===== src/rtl/pipe_pkg.sv =====
// pipe_pkg: shared types, constants and helpers for the elastic pipeline stage register
package pipe_pkg;
  typedef enum logic [1:0] {EMPTY, ONE, FULL} pipe_state_t;
  typedef logic [1:0] occ_t;
  localparam int PERF_W = 32;
  function automatic logic [PERF_W-1:0] sat_inc(input logic [PERF_W-1:0] v, input logic en);
    return (en && ~&v) ? v + 1'b1 : v;
  endfunction
endpackage


===== src/rtl/pipe_slot.sv =====
// pipe_slot: one storage entry (valid/data/ctrl); ports CLK, nRST, valid_i, load_i, clear_ctrl_i, clear_data_i, data_i, ctrl_i -> valid_o, data_o, ctrl_o; clears win over load
module pipe_slot import pipe_pkg::*; #(
  parameter int DATA_W = 96,
  parameter int CTRL_W = 16
) (
  input  logic              CLK,
  input  logic              nRST,
  input  logic              valid_i,
  input  logic              load_i,
  input  logic              clear_ctrl_i,
  input  logic              clear_data_i,
  input  logic [DATA_W-1:0] data_i,
  input  logic [CTRL_W-1:0] ctrl_i,
  output logic              valid_o,
  output logic [DATA_W-1:0] data_o,
  output logic [CTRL_W-1:0] ctrl_o
);
  logic              valid_q;
  logic [DATA_W-1:0] data_q;
  logic [CTRL_W-1:0] ctrl_q;
  always_ff @(posedge CLK or negedge nRST)
    if (!nRST) begin
      valid_q <= 1'b0;
      data_q  <= '0;
      ctrl_q  <= '0;
    end else begin
      valid_q <= valid_i;
      data_q  <= clear_data_i ? '0 : load_i ? data_i : data_q;
      ctrl_q  <= clear_ctrl_i ? '0 : load_i ? ctrl_i : ctrl_q;
    end
  assign valid_o = valid_q;
  assign data_o  = data_q;
  assign ctrl_o  = ctrl_q;
endmodule


===== src/rtl/elastic_pipe_reg.sv =====
// elastic_pipe_reg: valid/ready pipeline stage with two-entry skid storage (M drives outputs, S absorbs one extra entry), registered in_ready, synchronous flush to a zero-ctrl bubble; ports CLK, nRST, flush, in_valid/in_ready/in_data/in_ctrl, out_valid/out_ready/out_data/out_ctrl, occupancy; PIPE_PERF_EN adds saturating stall_cnt/bubble_cnt/flush_cnt
module elastic_pipe_reg import pipe_pkg::*; #(
  parameter int DATA_W            = 96,
  parameter int CTRL_W            = 16,
  parameter int FLUSH_CLEARS_DATA = 1
) (
  input  logic              CLK,
  input  logic              nRST,
  input  logic              flush,
  input  logic              in_valid,
  output logic              in_ready,
  input  logic [DATA_W-1:0] in_data,
  input  logic [CTRL_W-1:0] in_ctrl,
  output logic              out_valid,
  input  logic              out_ready,
  output logic [DATA_W-1:0] out_data,
  output logic [CTRL_W-1:0] out_ctrl,
  output occ_t              occupancy
`ifdef PIPE_PERF_EN
  ,
  output logic [PERF_W-1:0] stall_cnt,
  output logic [PERF_W-1:0] bubble_cnt,
  output logic [PERF_W-1:0] flush_cnt
`endif
);
  pipe_state_t       state_q, state_d;
  logic              in_ready_q;
  logic              m_valid, s_valid, acc, drn, m_load, s_load, clr_data;
  logic [DATA_W-1:0] m_data, s_data, m_data_d;
  logic [CTRL_W-1:0] m_ctrl, s_ctrl, m_ctrl_d;
  assign acc      = in_valid && in_ready_q && !flush;
  assign drn      = m_valid && out_ready;
  assign clr_data = flush && (FLUSH_CLEARS_DATA != 0);
  always_comb begin
    state_d  = flush ? EMPTY :
               state_q == EMPTY ? (acc ? ONE : EMPTY) :
               state_q == ONE ? (acc && !drn ? FULL : !acc && drn ? EMPTY : ONE) :
               (drn ? ONE : FULL);
    m_load   = !flush && (state_q == FULL ? drn : acc && (state_q == EMPTY || drn));
    s_load   = !flush && state_q == ONE && acc && !drn;
    m_data_d = state_q == FULL ? s_data : in_data;
    m_ctrl_d = state_q == FULL ? s_ctrl : in_ctrl;
  end
  // in_ready is precomputed from the next state so it is a flop output yet equals !S_valid
  always_ff @(posedge CLK or negedge nRST)
    if (!nRST) begin
      state_q    <= EMPTY;
      in_ready_q <= 1'b0;
    end else begin
      state_q    <= state_d;
      in_ready_q <= state_d != FULL;
    end
  pipe_slot #(.DATA_W(DATA_W), .CTRL_W(CTRL_W)) u_m (
    .CLK(CLK), .nRST(nRST), .valid_i(state_d != EMPTY), .load_i(m_load),
    .clear_ctrl_i(flush), .clear_data_i(clr_data), .data_i(m_data_d), .ctrl_i(m_ctrl_d),
    .valid_o(m_valid), .data_o(m_data), .ctrl_o(m_ctrl)
  );
  pipe_slot #(.DATA_W(DATA_W), .CTRL_W(CTRL_W)) u_s (
    .CLK(CLK), .nRST(nRST), .valid_i(state_d == FULL), .load_i(s_load),
    .clear_ctrl_i(flush), .clear_data_i(clr_data), .data_i(in_data), .ctrl_i(in_ctrl),
    .valid_o(s_valid), .data_o(s_data), .ctrl_o(s_ctrl)
  );
  assign in_ready  = in_ready_q;
  assign out_valid = m_valid;
  assign out_data  = m_data;
  assign out_ctrl  = m_valid ? m_ctrl : '0;
  assign occupancy = {s_valid, m_valid & ~s_valid};
`ifdef PIPE_PERF_EN
  always_ff @(posedge CLK or negedge nRST)
    if (!nRST) begin
      stall_cnt  <= '0;
      bubble_cnt <= '0;
      flush_cnt  <= '0;
    end else begin
      stall_cnt  <= sat_inc(stall_cnt, m_valid && !out_ready);
      bubble_cnt <= sat_inc(bubble_cnt, out_ready && !m_valid);
      flush_cnt  <= sat_inc(flush_cnt, flush);
    end
`endif
endmodule


===== config.mk =====
export PLATFORM = sky130hd
export DESIGN_NAME = elastic_pipe_reg
export DESIGN_NICKNAME = d
export VERILOG_FILES = /design/src/rtl/pipe_pkg.sv /design/src/rtl/pipe_slot.sv /design/src/rtl/elastic_pipe_reg.sv
export SDC_FILE = /design/constraint.sdc
export NUM_CORES = 1
export LEC_CHECK = 0
export ABC_AREA = 1
export ABC_CLOCK_PERIOD_IN_PS = 2600
export CORE_MARGIN = 10
export CORE_UTILIZATION = 40
export CTS_CLUSTER_SIZE = 12
export DETAILED_ROUTE_END_ITERATION = 10
export MAX_ROUTING_LAYER = met4
export PLACE_DENSITY = 0.73
export SLEW_MARGIN = 5
export SYNTH_ARGS = -nofsm -noshare
export SYNTH_HDL_FRONTEND = slang
export SYNTH_SLANG_ARGS = --single-unit
export TNS_END_PERCENT = 30

===== constraint.sdc =====
create_clock -name CLK -period 2.6 [get_ports CLK]
set_input_delay 0.52 -clock CLK [delete_from_list [all_inputs] [get_ports CLK]]
set_output_delay 0.52 -clock CLK [all_outputs]
set_load 0.03 [all_outputs]

==> results.env <==
CRITICAL_PATH.N_BUFFERS_INVERTERS=3
SLEW_VIOL_FINAL=0
COREAREA_MM2=0.0285
CTS.REPORTEDPATHS.CLKPINSLEW_NS=0.06
FIN_UTIL_PCT=52.3
DRT_ITER0_DRCS=862
END_KIND='output pin'
GRTUSAGETOTAL_PCT=18.7
SYNTH.YOSYS.WARNINGS=0
GP_CONGESTION=0.805
SYNTH.CELL_AREA_MM2=0.0115
FINAL_NETS=1935
PLACEMENT.IO_BUFFERS=232
REMAINING_DRC_ERRORS=0
GLOBALROUTEOVERFLOWTOTAL=0
TOTAL_POWER_mW=10.2
MAX_FREQ_MHz=411
FLOORPLAN.DIE_AREA_MM2=0.0360
INITIAL_UTILIZATION_PCT=40.4
CAP_VIOLATIONS=0
DETAILED_PLACE_HPWL_UM=21600
DRTANTENNAVIOLNETS=0
DETAILEDROUTE.FIRSTPASSITERATIONCOUNT=5
WL_PER_CELL_UM=15.1
NUM_VIAS=10800
SYNTH_CELLS=1638
WORST_SETUP_PATH_START_KIND='flip-flop'
POWER_DENSITY_mW_PER_MM2=682
ARRIVAL_NS=1.91
ROUTE.DETAILED.VIAS_PER_INST=4.85
SYNTH_NET_COUNT=1755
START_POINT_OF_THE_WORST_HOLD_PATH='u_m.data_o[54]'
ANTENNA_FOUND_INITIAL=2
R2R_SETUP_SLACK_NS=0.38
POST-SYNTH-TOP-AREA-CELL='dfrtp_1'
SYN_TO_FINAL_GROWTH_PCT=29.6
YOSYS_CELL_TYPES=14
VDD.IR_DROP.WORST_mV=0.393
WHS_ENDPOINT='u_m.data_o[54]'
POSTCTSRESIZEDCELLS=0
MAX-CLOCK-PATH-BUFFERS=3
HOLD_VIOLATIONS=0
DRT_WL_TOTAL_UM=33500
CLOCK_TREE.HTREE_LEVEL_COUNT=1
FINALSETUPVIOLATIONS=0
SYNTH.AVG_CELL_AREA_UM2=7.04
FLOORPLAN.DIE.WIDTH_UM=190
GRT_FIRST_PASS_WIRELENGTH_UM=55000
WORST_MIN_DELAY_PATH_CATEGORY='flip-flop to flip-flop'
CTS_SINKS=229
INSERTION_DELAY_NS=0.53
CRITICAL-PATH-SLOWEST-CELL='clkdlybuf4s50_1'
CTS_INSERTED_BUFFERS=26
CRITICAL-PATH-TOP-DELAY-FAMILY='buffers and inverters'
MIN_DELAY_PATH_DEPTH=2
RUN_STATUS='complete, no violations'
CLK_ROOT_BUFFER_CELL='clkbuf_16'
NUM_IO_PINS=233
TIMING.RR.START='state_q[1]'
CRITPATHMAXFANOUT=18
STARTPOINT_TO_ENDPOINT_CLASS_OF_THE_CRITICAL_PATH='flip-flop to output pin'
WORSTPATHREQUIRED_NS=2.08
SYNTH_TOP_AREA_SHARE_PCT=49.7
R2R_CELLS=6
YOSYSSEQAREASHARE_PCT=49.7
LEADING_POST_SYNTHESIS_CELLS_BY_CELL_AREA='dfrtp_1 (50%), nand2_1 (23%), nand3_1 (9.8%)'
FINAL_PERIOD_MINUS_WORST_SETUP_SLACK_NS=2.43
RSZ0062_AT_GRT='false'
CRIT_CHAIN='buf_4 -> nand2_1 -> inv_1 -> clkdlybuf4s50_1'
CRITPATHMAXSTAGEDELAY_NS=0.71
TIMING.CLOCK.SKEW_NS=0.0183
GRT_PASS1_VIAS=10600
TRITONCTS_CLOCK_TREE='yes'
NUM_ROWS=62
RR_ENDPOINT='u_m.data_o[25]'
PIN_COUNT_OF_THE_BIGGEST_NET_ENTERING_GLOBAL_ROUTING=121
SYNTH.FF_LATCH_COUNT=229
DIE_Y_UM=190
WORST-SLEW-PIN-TRANSITION_NS=1.05
FINALCRITPERIODSHARE_PCT=93.6
TNS_NS=0
SLEW_HEADROOM_PCT=30.0
POWER.LEAKAGE_nW=8.76
SHARE_OF_FINAL_LAYOUT_STANDARD_CELLS_STRONGER_THAN_DRIVE_STRENGTH_1_PCT=4.52
[synthesized netlist by cell type, drive strengths merged]
cell and number:
a21oi 1, buf 93, clkbuf 19, dfrtp 229, inv 137, nand2 701, nand3 225, nor2 233
[timing repair]
item                                   CTS  global route
hold buffers                             1             0
buffers inserted                         0             0
endpoints found under the hold margin   58             0
[registers in the layout, indices dropped and copies added (netlist names)]
name	count
u_m.data_o	96
u_s.data_o	96
u_m.ctrl_o	16
u_s.ctrl_o	16
state_q	2
in_ready	1
u_m.valid_o	1
u_s.valid_o	1
[placed cells by master, fill, tap and decap left out, types with 2 or more instances in the layout]
| master | instances |
|---|---|
| clkinv_2 | 6 |
| diode_2 | 2 |
| clkbuf_16 | 27 |
| nor2_4 | 2 |
| inv_6 | 2 |
| buf_4 | 24 |
| clkdlybuf4s50_1 | 231 |
| bufinv_16 | 2 |
| clkbuf_8 | 5 |
| nand3_1 | 225 |
| clkbuf_1 | 4 |
| buf_12 | 7 |
| dfrtp_1 | 229 |
| inv_2 | 2 |
| inv_1 | 133 |
| nor2_1 | 231 |
| nand2_4 | 2 |
| nand2_1 | 697 |
[per-layer routing]
metal / up-vias / wire length [µm] / track usage [%]
li1: 5303 / - / -
met1: 5085 / 15300 / 24.5
met2: 349 / 15100 / 29.0
met3: 37 / 2590 / 4.27
met4: 0 / 517 / 4.12
met5: - / 0 / -
[metrics by stage]
| step | hold slack, ns | cell area [µm²] | setup WS [ns] | instances |
|---|---|---|---|---|
| final | 0.474 | 14900 | 0.166 | 2221 |
| after global routing | 0.501 | 14900 | 0.0172 | 2221 |
| after CTS | 0.479 | 14900 | 0.129 | 2219 |
| after detailed placement | 0.464 | 14100 | -0.165 | 2173 |
| after floorplan | 0.224 | 11500 | 0.847 | 1638 |
| after global placement | 0.461 | 14100 | -0.146 | 2173 |
[report_power, final]
group	internal, mW	leakage [nW]	switching (mW)	total (mW)
Sequential	3.90	3.06	0.205	4.11
Clock	2.22	0.430	1.48	3.70
Combinational	0.882	5.27	1.49	2.37
[tightest hold or removal path, delay by kind of cell (launching register included)]
| family | cells | cell delay [ns] |
|---|---|---|
| and+or+nand+nor | 2 | 0.10 |
| DFF | 1 | 0.34 |
[area by class of cell]
| cell class | instances | area [µm²] |
|---|---|---|
| Clock buffer | 36 | 759 |
| Antenna cell | 2 | 5.00 |
| Fill cell | 2703 | 13600 |
| Multi-Input combinational cell | 1160 | 4690 |
| Inverter | 137 | 522 |
| Sequential cell | 229 | 5730 |
| Timing Repair Buffer | 264 | 2660 |
| Clock inverter | 9 | 98.8 |
| Tap cell | 384 | 480 |
[worst max-delay path by stage]
stage	cells after the start	endpoint	startpoint
after floorplan	4	out_ctrl[10]	u_m.valid_o
after global placement	8	u_m.data_o[25]	flush
after detailed placement	8	u_m.data_o[25]	flush
after CTS	4	out_ctrl[10]	u_m.valid_o
after global routing	4	out_ctrl[14]	u_m.valid_o
final	4	out_ctrl[12]	u_m.valid_o
[cell families (layout without fill, tap and decap cells)]
logic type | count (synthesis) | in the layout | synth area share, %
other | 0 | 2 | 0
and+or+nand+nor | 1159 | 1159 | 40.3
buffers and inverters | 249 | 446 | 9.93
AOI/OAI and AO/OA | 1 | 1 | 0.0434
DFF | 229 | 229 | 49.7
Note: power is estimated with default switching activity, not from simulation.
